<file path="src/rtl/kgain2_serial.sv">
// Serial 2x2 Kalman gain multiplier K = M * inv(S): one element per cycle through
// two truncating fixed-point multipliers and one wrapping adder.
`ifndef FXP_N
`define FXP_N 16
`endif
`ifndef FXP_FRAC
`define FXP_FRAC 8
`endif

module kgain2_serial #(
  parameter int N    = `FXP_N,
  parameter int FRAC = `FXP_FRAC
) (
  input  logic                clk,
  input  logic                rst_n,
  input  logic                start,
  input  logic signed [N-1:0] m00,
  input  logic signed [N-1:0] m01,
  input  logic signed [N-1:0] m10,
  input  logic signed [N-1:0] m11,
  input  logic signed [N-1:0] IA,
  input  logic signed [N-1:0] IB,
  input  logic signed [N-1:0] IC,
  input  logic signed [N-1:0] ID,
  output logic                busy,
  output logic                done,
  output logic signed [N-1:0] K00,
  output logic signed [N-1:0] K01,
  output logic signed [N-1:0] K10,
  output logic signed [N-1:0] K11
);

  typedef enum logic [2:0] {
    S_IDLE = 3'd0,
    S_E0   = 3'd1,
    S_E1   = 3'd2,
    S_E2   = 3'd3,
    S_E3   = 3'd4
  } state_t;

  state_t r_state;
  logic signed [N-1:0] r_m00, r_m01, r_m10, r_m11;
  logic signed [N-1:0] r_ia, r_ib, r_ic, r_id;
  logic signed [N-1:0] r_sk00, r_sk01, r_sk10;
  logic signed [N-1:0] r_k00, r_k01, r_k10, r_k11;
  logic                r_busy, r_done;

  logic                  w_row_hi, w_col_hi;
  logic signed [N-1:0]   w_a0, w_a1, w_b0, w_b1;
  logic signed [2*N-1:0] w_prod0, w_prod1;
  logic signed [N-1:0]   w_t0, w_t1, w_sum;

  // E0/E1 use the top row of M, E2/E3 the bottom; E1/E3 use the right column of inv(S).
  assign w_row_hi = (r_state == S_E2) || (r_state == S_E3);
  assign w_col_hi = (r_state == S_E1) || (r_state == S_E3);
  assign w_a0 = w_row_hi ? r_m10 : r_m00;
  assign w_a1 = w_row_hi ? r_m11 : r_m01;
  assign w_b0 = w_col_hi ? r_ib  : r_ia;
  assign w_b1 = w_col_hi ? r_id  : r_ic;

  // Full-width signed products, floor-shifted by FRAC, then wrapped to N bits.
  assign w_prod0 = (2*N)'(w_a0) * (2*N)'(w_b0);
  assign w_prod1 = (2*N)'(w_a1) * (2*N)'(w_b1);
  assign w_t0    = N'(w_prod0 >>> FRAC);
  assign w_t1    = N'(w_prod1 >>> FRAC);
  assign w_sum   = w_t0 + w_t1;

  always_ff @(posedge clk or negedge rst_n) begin
    if (!rst_n) begin
      r_state <= S_IDLE;
      r_busy  <= 1'b0;
      r_done  <= 1'b0;
      r_m00   <= '0;
      r_m01   <= '0;
      r_m10   <= '0;
      r_m11   <= '0;
      r_ia    <= '0;
      r_ib    <= '0;
      r_ic    <= '0;
      r_id    <= '0;
      r_sk00  <= '0;
      r_sk01  <= '0;
      r_sk10  <= '0;
      r_k00   <= '0;
      r_k01   <= '0;
      r_k10   <= '0;
      r_k11   <= '0;
    end else begin
      r_done <= 1'b0;
      case (r_state)
        S_IDLE: begin
          if (start) begin
            r_m00   <= m00;
            r_m01   <= m01;
            r_m10   <= m10;
            r_m11   <= m11;
            r_ia    <= IA;
            r_ib    <= IB;
            r_ic    <= IC;
            r_id    <= ID;
            r_busy  <= 1'b1;
            r_state <= S_E0;
          end
        end
        S_E0: begin
          r_sk00  <= w_sum;
          r_state <= S_E1;
        end
        S_E1: begin
          r_sk01  <= w_sum;
          r_state <= S_E2;
        end
        S_E2: begin
          r_sk10  <= w_sum;
          r_state <= S_E3;
        end
        S_E3: begin
          r_k00   <= r_sk00;
          r_k01   <= r_sk01;
          r_k10   <= r_sk10;
          r_k11   <= w_sum;
          r_done  <= 1'b1;
          r_busy  <= 1'b0;
          r_state <= S_IDLE;
        end
        default: begin
          r_busy  <= 1'b0;
          r_state <= S_IDLE;
        end
      endcase
    end
  end

  assign busy = r_busy;
  assign done = r_done;
  assign K00  = r_k00;
  assign K01  = r_k01;
  assign K10  = r_k10;
  assign K11  = r_k11;

endmodule

</file>
<file path="config.mk">
export PLATFORM = sky130hd
export DESIGN_NAME = kgain2_serial
export DESIGN_NICKNAME = d
export VERILOG_FILES = /design/src/rtl/kgain2_serial.sv
export SDC_FILE = /design/constraint.sdc
export NUM_CORES = 2
export LEC_CHECK = 0
export BUFFER_PORTS_ARGS = -buffer_cell sky130_fd_sc_hd__buf_4
export CORE_MARGIN = 4
export CORE_UTILIZATION = 45
export DETAILED_ROUTE_END_ITERATION = 8
export HOLD_SLACK_MARGIN = 0.08
export PLACE_DENSITY_LB_ADDON = 0.08
export SLEW_MARGIN = 20
export SYNTH_ARGS = -nofsm -noshare
export SYNTH_HDL_FRONTEND = slang
export SYNTH_SLANG_ARGS = --single-unit
</file>
<file path="constraint.sdc">
create_clock -name clk -period 15.8 [get_ports clk]
set_input_delay 3.16 -clock clk [delete_from_list [all_inputs] [get_ports clk]]
set_output_delay 3.16 -clock clk [all_outputs]
set_load 0.05 [all_outputs]
</file>
* Word-level counts from Yosys, hierarchy flattened *
Cells that the tools add are included.

operators by class
  add/sub/neg operators = 1
  multiply operators = 2
  div/mod/pow operators = 0
  order comparisons = 0
  eq/ne operators = 5
  shift operators = 0
  mux-type cells = 9
  bitwise gates (word level) = 1
  reductions and logical operators = 6

operators with widths
  operator                                        number
  2-to-1 mux 16 bit                               4
  multiplier 16 x 16 -> 24 bit                    2
  adder 16 bit                                    1
  one-hot mux 3 bit (4 select lines)              1
  == test 3 x 2 -> 1 bit (second input constant)  2
  AND reduction 2 bit                             2
  == test 3 x 1 -> 1 bit (second input constant)  1
  == test 3 bit (second input constant)           1
  logical NOT 3 bit                               1
  2-to-1 mux 3 bit                                1
  OR reduction 3 bit                              1
  logical OR 1 bit                                2
  2-to-1 mux 1 bit                                2
  inequality test 2 bit (second input constant)   1
  one-hot mux 1 bit (2 select lines)              1
  inverter 1 bit                                  1

word-level totals
  bits in registers = 245
  bits in latches = 0
  RAM bits = 0
  memory bits (read-only) = 0
  bits of input ports = 131
  output and inout port bits = 66
  word-level logic and storage cells = 42
  memories kept = 0

* Depth between registers and ports, before layout *
  depth in word-level cells = 5
  mapped depth = 42
  mapped depth without buffers = 37

* Worst setup path before layout *
Ideal clock, no wire load.

  kind = reg-to-reg
  from = register r_state[0]
  to = register r_sk01[15]
  library setup time = 132 ps
  data arrival time = 9,038 ps
  required time = 15,668 ps
  slack = 6,629 ps
  cell stages (with the launch flop) = 37
  buffers on the path = 4
  clock period less this slack = 9,171 ps
  path through = dfrtp_1 -> buf_2 -> or3b_1 -> buf_2 -> nand2_4 -> buf_1 -> buf_1 -> mux2i_1 -> nor2_1 -> fa_1 -> inv_1 -> fa_1 -> fa_1 -> fa_1 -> inv_1 -> fa_1 -> inv_1 -> fa_1 -> inv_1 -> ha_1 -> nand4_1 -> nor2_1 -> or4bb_1 -> o211ai_2 -> o221ai_2 -> o211a_1 -> nand2b_1 -> xor2_1 -> ha_1 -> and2_1 -> o21ai_0 -> o31ai_1 -> o41ai_1 -> xor2_1 -> xnor2_1 -> xnor2_2 -> o21ai_1

between the ends
  word-level cells in the longest chain between the ends = 5
  elaborated cells on any way between the ends = 12
  classes of those cells = add/sub (1); mul (2); eq/ne (3); mux (4); reduce/logical (2)

ends and longest elaborated chain
  what                                             RTL line  source
  start: declaration                               41        state_t r_state;
  start signal: assignment                         70        r_state <= S_IDLE;
  start signal: assignment                         102       r_state <= S_E0;
  start signal: assignment                         107       r_state <= S_E1;
  == test 3 x 2 -> 1 bit (tied with other cells)   54        assign w_row_hi = (r_state == S_E2) || (r_state == S_E3);
  logical OR 1 bit (on tied branches)              54, 55
  2-to-1 mux 16 bit (on tied branches)             --
  multiplier 16 x 16 -> 24 bit (on tied branches)  62, 63
  adder 16 bit                                     66        assign w_sum = w_t0 + w_t1;
  end signal: assignment                           110       r_sk01 <= w_sum;
  end: declaration                                 44        logic signed [N-1:0] r_sk00, r_sk01, r_sk10;

Parallel ways exist; a longest one is shown, timed or not.
A chain may end at the register's enable or synchronous reset.

* Worst setup path after layout *
  from = register r_state[2]
  to = register r_sk01[14]

Same word-level chain as after synthesis.

==> qor.yml <==
outcome: "complete, no violations"
path_delay_family: "compound AO/OA/AOI/OAI gates"
critical_path.max_stage_delay_ps: 890
die_y_um: 247
fillCellCount: 5316
syn_inst: 2692
clock_latency_ps: 580
fin_crit_sh_pct: 63.3
synth_warnings: 0
cts.clk_slew.worst_paths_ps: 60
core_area_um2: 56500
min_period_ps: 10000
num_vias: 18589
dieArea_um2: 61100
ios: 197
drtPass1Iterations: 5
slew_headroom_pct: 25.7
setup_viol: 0
port_buffers: 196
die_w_um: 247
postCtsHoldBufs: 0
grtUsageTotal_pct: 23.5
overflow: 0
ant_nets: 0
h-tree-depth: 1
syn_nets: 3351
slowest_stage: "or3b_4"
cap_viol_max_count: 0
multi_input_area_um2: 17400
final_util_pct: 51.3
arrival_ps: 10470
cts_sinks: 245
synth_compound_gate_area_share_pct: 5.42
gp_congestion: 0.926
synth-seq-cells: 245
synthMuxAreaShare_pct: 8.58
grt_pass1_vias: 19954
maxSlewViolCount: 0
pre_cts_slack_ps: 5710
synthSimpleGateAreaFrac_pct: 13.6
drt_iter0_markers: 1116
area_growth_pct: 12.5
ctsResizeCount: 0
synth-edff-count: 0
clockBufferDepth: 3
initial_core_util_pct: 45.6
end_kind: "flop"
cp-start-kind: "flop"
hold_viol_final: 0
ys.flop_type: "dfrtp_1"
synth_top_family_by_area: "adder cells"
critPathBufInv: 3
drt_wl_total_um: 70000
ys_types: 76
cts_buffers: 27
antenna_found_initial: 0
path_class: "reg -> reg"
synth-adder-area-share_pct: 36.5
vias_per_cell: 5.12
syn_avg_cell_area_um2: 9.56
rsz0062_at_grt: "no"
worst_pin_slew_ps: 1100
fmax_mhz: 100
cts_root_buf: "clkbuf_16"
synth_xor_area_share_pct: 3.13
register_area_um2: 6130
path_common_cell: "ha_1"
grt_max_degree: 115
post-dp-hpwl_um: 57200
cts_tree: "yes"
path_max_fanout: 81
yosysSeqAreaShare_pct: 23.8
fin_ws_ps: 5800
fin_skew_ps: 21.9
nets: 3513
route.detailed.drc: 0
routedWlPerCell_um: 19.3
tns_ps: 0
required_ps: 16270
layout-drive-gt1-share_pct: 16.5
grt_pass1_wl_um: 112000
synthesis.area_um2: 25700
async_reset_ff_share_pct: 100
post_cts_buffers: 0
holdWs_ps: 464
core.rowCount: 87
hold_path_class: "reg -> reg"
-- worst paths after layout --
check | startpoint | endpoint | slack, ps | cells past startpoint
setup / recovery | r_state[2] | r_sk01[14] | 5800 | 34
min in group asynchronous | rst_n | K11[0] | 2670 | 1
hold reg to reg | r_sk01[10] | K01[10] | 460 | 2
hold / removal | r_sk01[10] | K01[10] | 460 | 2
max in group asynchronous | rst_n | r_state[0] | 10910 | 3
setup reg to reg | r_state[2] | r_sk01[14] | 5800 | 34
-- cell usage in the layout, fill, tap and decap left out, types with 13 or more instances in the layout --
cell | synthesis | layout
xor2_1 | 22 | 22
fa_1 | 373 | 373
mux2_2 | 161 | 161
nor3_1 | 27 | 27
nor2_1 | 249 | 249
dfrtp_1 | 245 | 243
ha_1 | 155 | 155
a21oi_1 | 24 | 24
xnor2_1 | 52 | 52
buf_4 | 3 | 228
a21o_1 | 13 | 13
inv_1 | 493 | 493
clkbuf_16 | 0 | 27
o21ai_0 | 93 | 93
nand2_1 | 428 | 428
mux2i_1 | 38 | 35
nand2b_1 | 34 | 34
nand3_1 | 15 | 15
nor2b_1 | 20 | 20
-- metal layers --
metal / GRT usage (%) / routed length (µm)
met1: 33.7 / 32400
met2: 39.3 / 33200
met3: 2.98 / 3410
met4: 3.33 / 979
met5: 0 / 0
-- synthesized netlist by cell type, types with 5 or more instances --
master,number,area share [%]
xor2_1,22,0.75
buf_2,15,0.29
or3_1,11,0.27
nand2_1,428,6.2
fa_1,373,29
mux2i_1,38,1.5
a211o_1,5,0.17
a21o_1,13,0.38
o21ai_1,11,0.21
buf_6,6,0.26
dfrtp_1,245,24
a211oi_1,5,0.15
and2_1,9,0.22
nand3_1,15,0.29
mux2_2,161,7.0
clkbuf_1,68,0.99
o21a_1,10,0.29
nand2b_1,34,0.83
o311ai_1,5,0.17
inv_1,493,7.2
o31ai_1,5,0.15
ha_1,155,7.5
nor3b_1,9,0.26
xnor2_1,52,1.8
o22ai_1,5,0.12
o311a_1,7,0.27
nor2_1,249,3.6
nor3_1,27,0.52
a21oi_1,24,0.47
o21ai_0,93,1.8
nor2b_1,20,0.49
or2_2,12,0.29
-- cell families (layout without fill, tap and decap cells) --
logic type,count (synthesis),count (layout)
and+or+nand+nor,831,831
xor gates and xnor gates,81,81
DFF,245,245
buffers and inverters,590,773
other,0,1
adders and majority gates,528,528
AOI/OAI and AO/OA,217,217
muxes,200,200
-- tightest hold or removal path, delay by kind of cell (launching register included) --
family	cells	cell delay, ps
and+or+nand+nor	2	100
DFF	1	340
-- sequential cells by signal (all words and copies together), names as in the netlist --
name,flops
r_id,16
r_m01,16
busy,1
K10,16
r_m00,16
r_m10,16
K01,16
r_sk01,16
r_ib,16
r_state,3
K00,16
r_sk00,16
r_m11,16
K11,16
done,1
r_ic,16
r_ia,16
r_sk10,16
-- through the flow --
step,std cells,instance area (µm²)
2_1_floorplan,2692,25700
3_3_place_gp,3581,28000
3_5_place_dp,3581,28000
4_1_cts,3631,28900
5_1_grt,3631,29000
6_report,3632,29000
-- area by class of cell --
cell class / instances / share of cell area, %
antenna: 1 / 0.00864
clock buffer: 36 / 2.59
clock inverter: 14 / 0.596
inverter: 494 / 6.40
multi-input combinational: 1857 / 60.0
sequential: 245 / 21.2
tap: 756 / 3.27
timing repair buffer: 229 / 5.96
Power is not shown: default switching activity piles up to over one toggle a cycle in this logic, so the estimate is an artifact.
